===== config.mk =====
export PLATFORM = sky130hd
export DESIGN_NAME = uart_rx_oversampled
export DESIGN_NICKNAME = d
export VERILOG_FILES = /design/src/rtl/uart_rx_oversampled.sv
export SDC_FILE = /design/constraint.sdc
export NUM_CORES = 1
export LEC_CHECK = 0
export CORE_MARGIN = 2
export CORE_UTILIZATION = 58
export DETAILED_ROUTE_END_ITERATION = 7
export MAX_ROUTING_LAYER = met4
export PLACE_DENSITY = 0.82
export SLEW_MARGIN = 20
export SYNTH_ARGS = -nofsm -noshare
export SYNTH_HDL_FRONTEND = slang
export SYNTH_SLANG_ARGS = --single-unit
export TNS_END_PERCENT = 50

===== constraint.sdc =====
create_clock -name clk -period 3.1 [get_ports clk]
set_input_delay 0.62 -clock clk [delete_from_list [all_inputs] [get_ports clk]]
set_output_delay 0.62 -clock clk [all_outputs]
set_load 0.005 [all_outputs]

===== src/rtl/uart_rx_oversampled.sv =====
// uart_rx_oversampled: 16x-oversampled UART receiver with mid-bit sampling and framing check
module uart_rx_oversampled #(
  parameter int DBIT    = 8,
  parameter int SB_TICK = 16
) (
  input  logic            clk,
  input  logic            reset,
  input  logic            s_tick,
  input  logic            rx,
  output logic [DBIT-1:0] dout,
  output logic            rx_done,
  output logic            frame_err,
  output logic            busy
);
  typedef enum logic [1:0] {IDLE, START, DATA, STOP} state_t;
  state_t state, state_n;
  logic rx_m, rx_s, rx_prev;
  logic [4:0] tick_cnt, tick_n;
  logic [3:0] bit_cnt, bit_n;
  logic [DBIT-1:0] shreg, sh_n, dout_n;
  logic done_n, ferr_n;
  always_ff @(posedge clk) begin
    if (reset) begin
      state     <= IDLE;
      rx_m      <= 1'b1;
      rx_s      <= 1'b1;
      rx_prev   <= 1'b1;
      tick_cnt  <= '0;
      bit_cnt   <= '0;
      shreg     <= '0;
      dout      <= '0;
      rx_done   <= 1'b0;
      frame_err <= 1'b0;
    end else begin
      state     <= state_n;
      rx_m      <= rx;
      rx_s      <= rx_m;
      rx_prev   <= rx_s;
      tick_cnt  <= tick_n;
      bit_cnt   <= bit_n;
      shreg     <= sh_n;
      dout      <= dout_n;
      rx_done   <= done_n;
      frame_err <= ferr_n;
    end
  end
  always_comb begin
    state_n = state;
    tick_n  = tick_cnt;
    bit_n   = bit_cnt;
    sh_n    = shreg;
    dout_n  = dout;
    done_n  = 1'b0;
    ferr_n  = 1'b0;
    case (state)
      IDLE: if (rx_prev && !rx_s) begin
        state_n = START;
        tick_n  = '0;
      end
      START: if (s_tick) begin
        if (tick_cnt == 5'd7) begin
          state_n = rx_s ? IDLE : DATA;
          tick_n  = '0;
          bit_n   = '0;
        end else tick_n = tick_cnt + 5'd1;
      end
      DATA: if (s_tick) begin
        if (tick_cnt == 5'd15) begin
          sh_n    = {rx_s, shreg[DBIT-1:1]};
          tick_n  = '0;
          bit_n   = bit_cnt + 4'd1;
          state_n = (bit_cnt == 4'(DBIT-1)) ? STOP : DATA;
        end else tick_n = tick_cnt + 5'd1;
      end
      STOP: if (s_tick) begin
        if (tick_cnt == 5'(SB_TICK-1)) begin
          state_n = IDLE;
          tick_n  = '0;
          dout_n  = rx_s ? shreg : dout;
          done_n  = rx_s;
          ferr_n  = !rx_s;
        end else tick_n = tick_cnt + 5'd1;
      end
      default: state_n = IDLE;
    endcase
  end
  assign busy = (state != IDLE);
endmodule


# ---- Word-level counts from Yosys, hierarchy flattened
# Cells that the tools add are included.
dict set report totals {
  input_bits 4
  register_bits 32
  word_cells 62
  out_inout_bits 11
}
dict set report op_classes {
  n_mux 21
  n_bitwise 3
  n_reduce_logical 12
  n_eq_ne 14
  add_sub_neg 2
}
# operator count
set op_table {}
lappend op_table {{5-bit two-way mux} 5}
lappend op_table {{2-bit two-way mux} 8}
lappend op_table {{4-bit two-way mux} 4}
lappend op_table {{5-bit one-hot mux with 3 select lines} 1}
lappend op_table {{2-bit != test, second input constant} 7}
lappend op_table {{2-bit one-hot mux with 4 select lines} 1}
lappend op_table {{4-bit one-hot mux with 2 select lines} 1}
lappend op_table {{7-bit AND reduction} 1}
lappend op_table {{3-bit AND reduction} 2}
lappend op_table {{5-bit by 1-bit adder with 5-bit output, second input constant} 1}
lappend op_table {{5-bit by 3-bit equality test with 1-bit output, second input constant} 1}
lappend op_table {{5-bit by 4-bit equality test with 1-bit output, second input constant} 1}
lappend op_table {{5-bit AND reduction} 1}
lappend op_table {{4-bit by 1-bit adder with 4-bit output, second input constant} 1}
lappend op_table {{2-bit equality test, second input constant} 2}
lappend op_table {{4-bit by 3-bit equality test with 1-bit output, second input constant} 1}
lappend op_table {{4-bit AND reduction} 1}
lappend op_table {{2-bit nonzero test} 2}
lappend op_table {{4-bit OR reduction} 1}
lappend op_table {{1-bit NOT} 3}
lappend op_table {{2-bit by 1-bit equality test with 1-bit output, second input constant} 1}
lappend op_table {{2-bit zero test} 1}
lappend op_table {{2-bit by 1-bit != test with 1-bit output, second input constant} 1}
lappend op_table {{2-bit OR reduction} 1}
lappend op_table {{other kinds (3)} 3}

# ---- Depth between registers and ports, before layout
dict set report logic_depth {
  depth_word 5
  depth_mapped 7
  depth_no_buf 7
}

# ---- Worst setup path after synthesis
# No wires, ideal clock.
dict set report synth_path {
  path_type {input to register}
  start {input s_tick}
  end {register dout[7]}
  path_buffers 1
  required_time_ps 2972
  setup_slack_ps 1454
  path_stages 5
  setup_time_ps 128
  t_arrival_ps 1518
  cell_sequence {nand2_1 > or4_4 > buf_6 > mux2i_1 > nor2_1}
}
dict set report synth_via {
  elab_chain_len 1
}
# element line_no
set synth_rtl {}
lappend synth_rtl {{start, declared} 8} ;# input logic s_tick,
lappend synth_rtl {{4-bit AND reduction (no source line)} n/a}
lappend synth_rtl {{end signal, assigned} 42} ;# dout <= dout_n;
lappend synth_rtl {{end, declared} 10} ;# output logic [DBIT-1:0] dout,
# Every way passes these cells.
# A chain may end at the register's enable or synchronous reset.

==> impl_results.md <==
- Status: completed
- Vias: around 1100
- Final Setup Violations: 0
- Max frequency: 0.448 GHz
- Hold Fails Final Rpt: 0
- Hpwl dp: 1770 um
- Final min period: 2230 ps
- Worst r2r dst: bit_cnt[3]$_SDFFE_PP0P_
- Startpoint Class: register
- Ant. Diodes: 0
- Post-synth EDFFs: 0
- Iteration-0 DRC Markers: 13
- Starting density of the core: 0.612
- Slew @ Worst Pin: roughly 560 ps
- DR WL/cell: 13.5 um
- Die W: approximately 52 um
- Reg2Reg Depth: 5
- Yosys warning count: 0
- Final Util: 0.706
- Async S/R FF share, synth: 0
- P_leak: 0.000616 uW
- Clock slew at reported path FFs: 100 ps
- First-pass iteration count of the detailed router: 4
- Most common cell after layout, fill and taps aside: dfxtp_1
- Maximum vdd ir drop: 0.000367 V
- CTS Root Cell: clkbuf_4
- Top post-synthesis cells by area: dfxtp_1, mux2i_1, nor2_1, ha_1, a21oi_1
- Yosys top cell by area: dfxtp_1
- Tcrit/Tclk final: 0.721
- Netlist cell types: 35
- Total track usage: 0.217
- Slew headroom: 0.629
- Crit path capture type: primary output
- Top FF cell, synth: dfxtp_1
- Post-route setup TNS: 0 ps
- Hold Path Depth: 1
- Worst reg2reg path startpoint: tick_cnt[0]$_SDFFE_PP0P_
- Cts repair resizes: 0
- Fraction of layout cells with a size suffix above 1: 0.0823
- Vias/cell: 5.67
- # IOs: 15
- Core box area: between 0.002 and 0.0025 sq mm
- CP arrival: 1610 ps
- Initial antenna violation count: 0
- Clock Sinks: 32
- Worst R2R Setup Slack: around 1200 ps
- Nets@finish: 165
- H-tree levels: 2
- Mapped Area: 0.00135 sq mm
- Vias in the first global route: 950
- Maxcap violations: 0
- TritonCTS clock tree: built
- PwrDens: 455 mW/mm^2
- Worst Hold Path EP: rx_s$_SDFF_PP1_
- FP Rows: 17
- CTS Buf Count: 5
- Final ANT Viol Nets: 0
- Commonest non-fill, non-tap cells in the layout: dfxtp_1, nor2_1, mux2i_1
- Critical path peak fanout: 14
- Cells after synthesis: ~140
- # DRC: 0
- Worst-skew pair later-pin latency: 330 ps
- Die area: 0.00274 sq mm
- WP data required: 2480 ps
- Layout Skew: just over 10 ps
- Synth top area share: 0.473
- Largest net degree at the start of global routing: 21
- Kind of critical path: reg -> out
- HP Class: reg -> reg
- RSZ-0062 raised after global routing: false
- Hold buffer count at cts: 0
- Layout area overhead: 15.4%
- PortBufs: 14
- Total length of routed wires: 2520 um
- Chip Height: between 50 and 60 um
- Post-CTS Setup Repair Bufs: 0
- Number of synthesized register bits: 32
- Global route overflow: 0
- Fin. max-slew vios: 0
- Mapped Avg Cell Area: 9.47 sq um
- Seq/Total Area, Yosys: 0.473
- Post-synthesis net count: 150
- Clock buffer depth: 2
- Final Wtd Congestion: 0.777
- First-pass GRT wire length: just over 4000 um
- Worst Hold Launch: rx_m$_SDFF_PP1_
[synthesized netlist by cell type, types with 2 or more instances]
| library cell | instances |
|---|---|
| nand4_1 | 2 |
| nand2_1 | 7 |
| nand3b_1 | 2 |
| dfxtp_1 | 32 |
| nand3_1 | 5 |
| o21ai_0 | 2 |
| inv_1 | 3 |
| clkbuf_1 | 4 |
| and3b_1 | 2 |
| a21oi_1 | 7 |
| o21a_1 | 3 |
| ha_1 | 3 |
| nor2_1 | 27 |
| or2_2 | 4 |
| mux2i_1 | 18 |
| a311oi_1 | 3 |
[worst max-delay path: stages, from the launching register on]
cell and delay [ps]:
dfxtp_1 600, or2_2 190, clkdlybuf4s50_1 490
[area by class of cell]
class | instances | area, sq um
Sequential cell | 32 | 641
Multi-Input combinational cell | 101 | 663
Inverter | 3 | 11.3
Clock buffer | 7 | 65.1
Tap cell | 28 | 35.0
Fill cell | 177 | 649
Timing Repair Buffer | 15 | 148
[logic make-up (layout without fill, tap and decap cells)]
logic type | count (synthesis) | count (layout) | share of synthesized area
fa+ha+maj | 3 | 3 | 0.0277
buf+inv | 10 | 25 | 0.0370
flops | 32 | 32 | 0.473
mux | 18 | 18 | 0.133
xor+xnor | 1 | 1 | 0.00647
simple gates | 59 | 59 | 0.224
compound gates | 20 | 20 | 0.0989
[per-stage QoR]
step           setup WS [ps]  total power, uW  std cells  hold WS [ps]  cell area (sq um)
6_report                 865              711        186           410               1560
5_1_grt                  799              739        186           428               1560
4_1_cts                  861              718        186           411               1560
3_5_place_dp             611              459        179           400               1500
3_3_place_gp             730              458        179           392               1500
2_1_floorplan           1450              447        143           389               1350
[power by group]
| group | internal (uW) | switching (uW) | total (uW) |
|---|---|---|---|
| Combinational | 14.3 | 15.9 | 30.2 |
| Sequential | 415 | 4.42 | 419 |
| Clock | 128 | 133 | 262 |
| Total | 558 | 154 | 711 |
[worst max-delay path by stage]
stage               cells past startpoint  slack, ps  startpoint                       to
finish                                  2        870    register                     busy
global route                            2        800    register                     busy
CTS                                     2        860    register                     busy
detailed placement                      5        610      s_tick  bit_cnt[3]$_SDFFE_PP0P_
global placement                        5        730      s_tick  bit_cnt[3]$_SDFFE_PP0P_
floorplan                               5       1450      s_tick     dout[7]$_SDFFE_PP0P_
[registers in the layout (all words and copies together) (netlist names), named ones only]
| name | count |
|---|---|
| dout | 8 |
| shreg | 8 |
| tick_cnt | 5 |
| bit_cnt | 4 |
| frame_err | 1 |
| rx_done | 1 |
| rx_m | 1 |
| rx_prev | 1 |
| rx_s | 1 |
| state | 1 |
[metal layers]
metal  up-vias  GRT usage  routed length [um]  part of all wire
met2        18      0.338                1220              0.48
li1        531          -                   -                 -
met3         6     0.0857                 106             0.042
met1       499      0.245                1150              0.46
met4         0      0.103                  42             0.017
met5         -          -                   0                 0
Power figures use the tool's default switching activity.
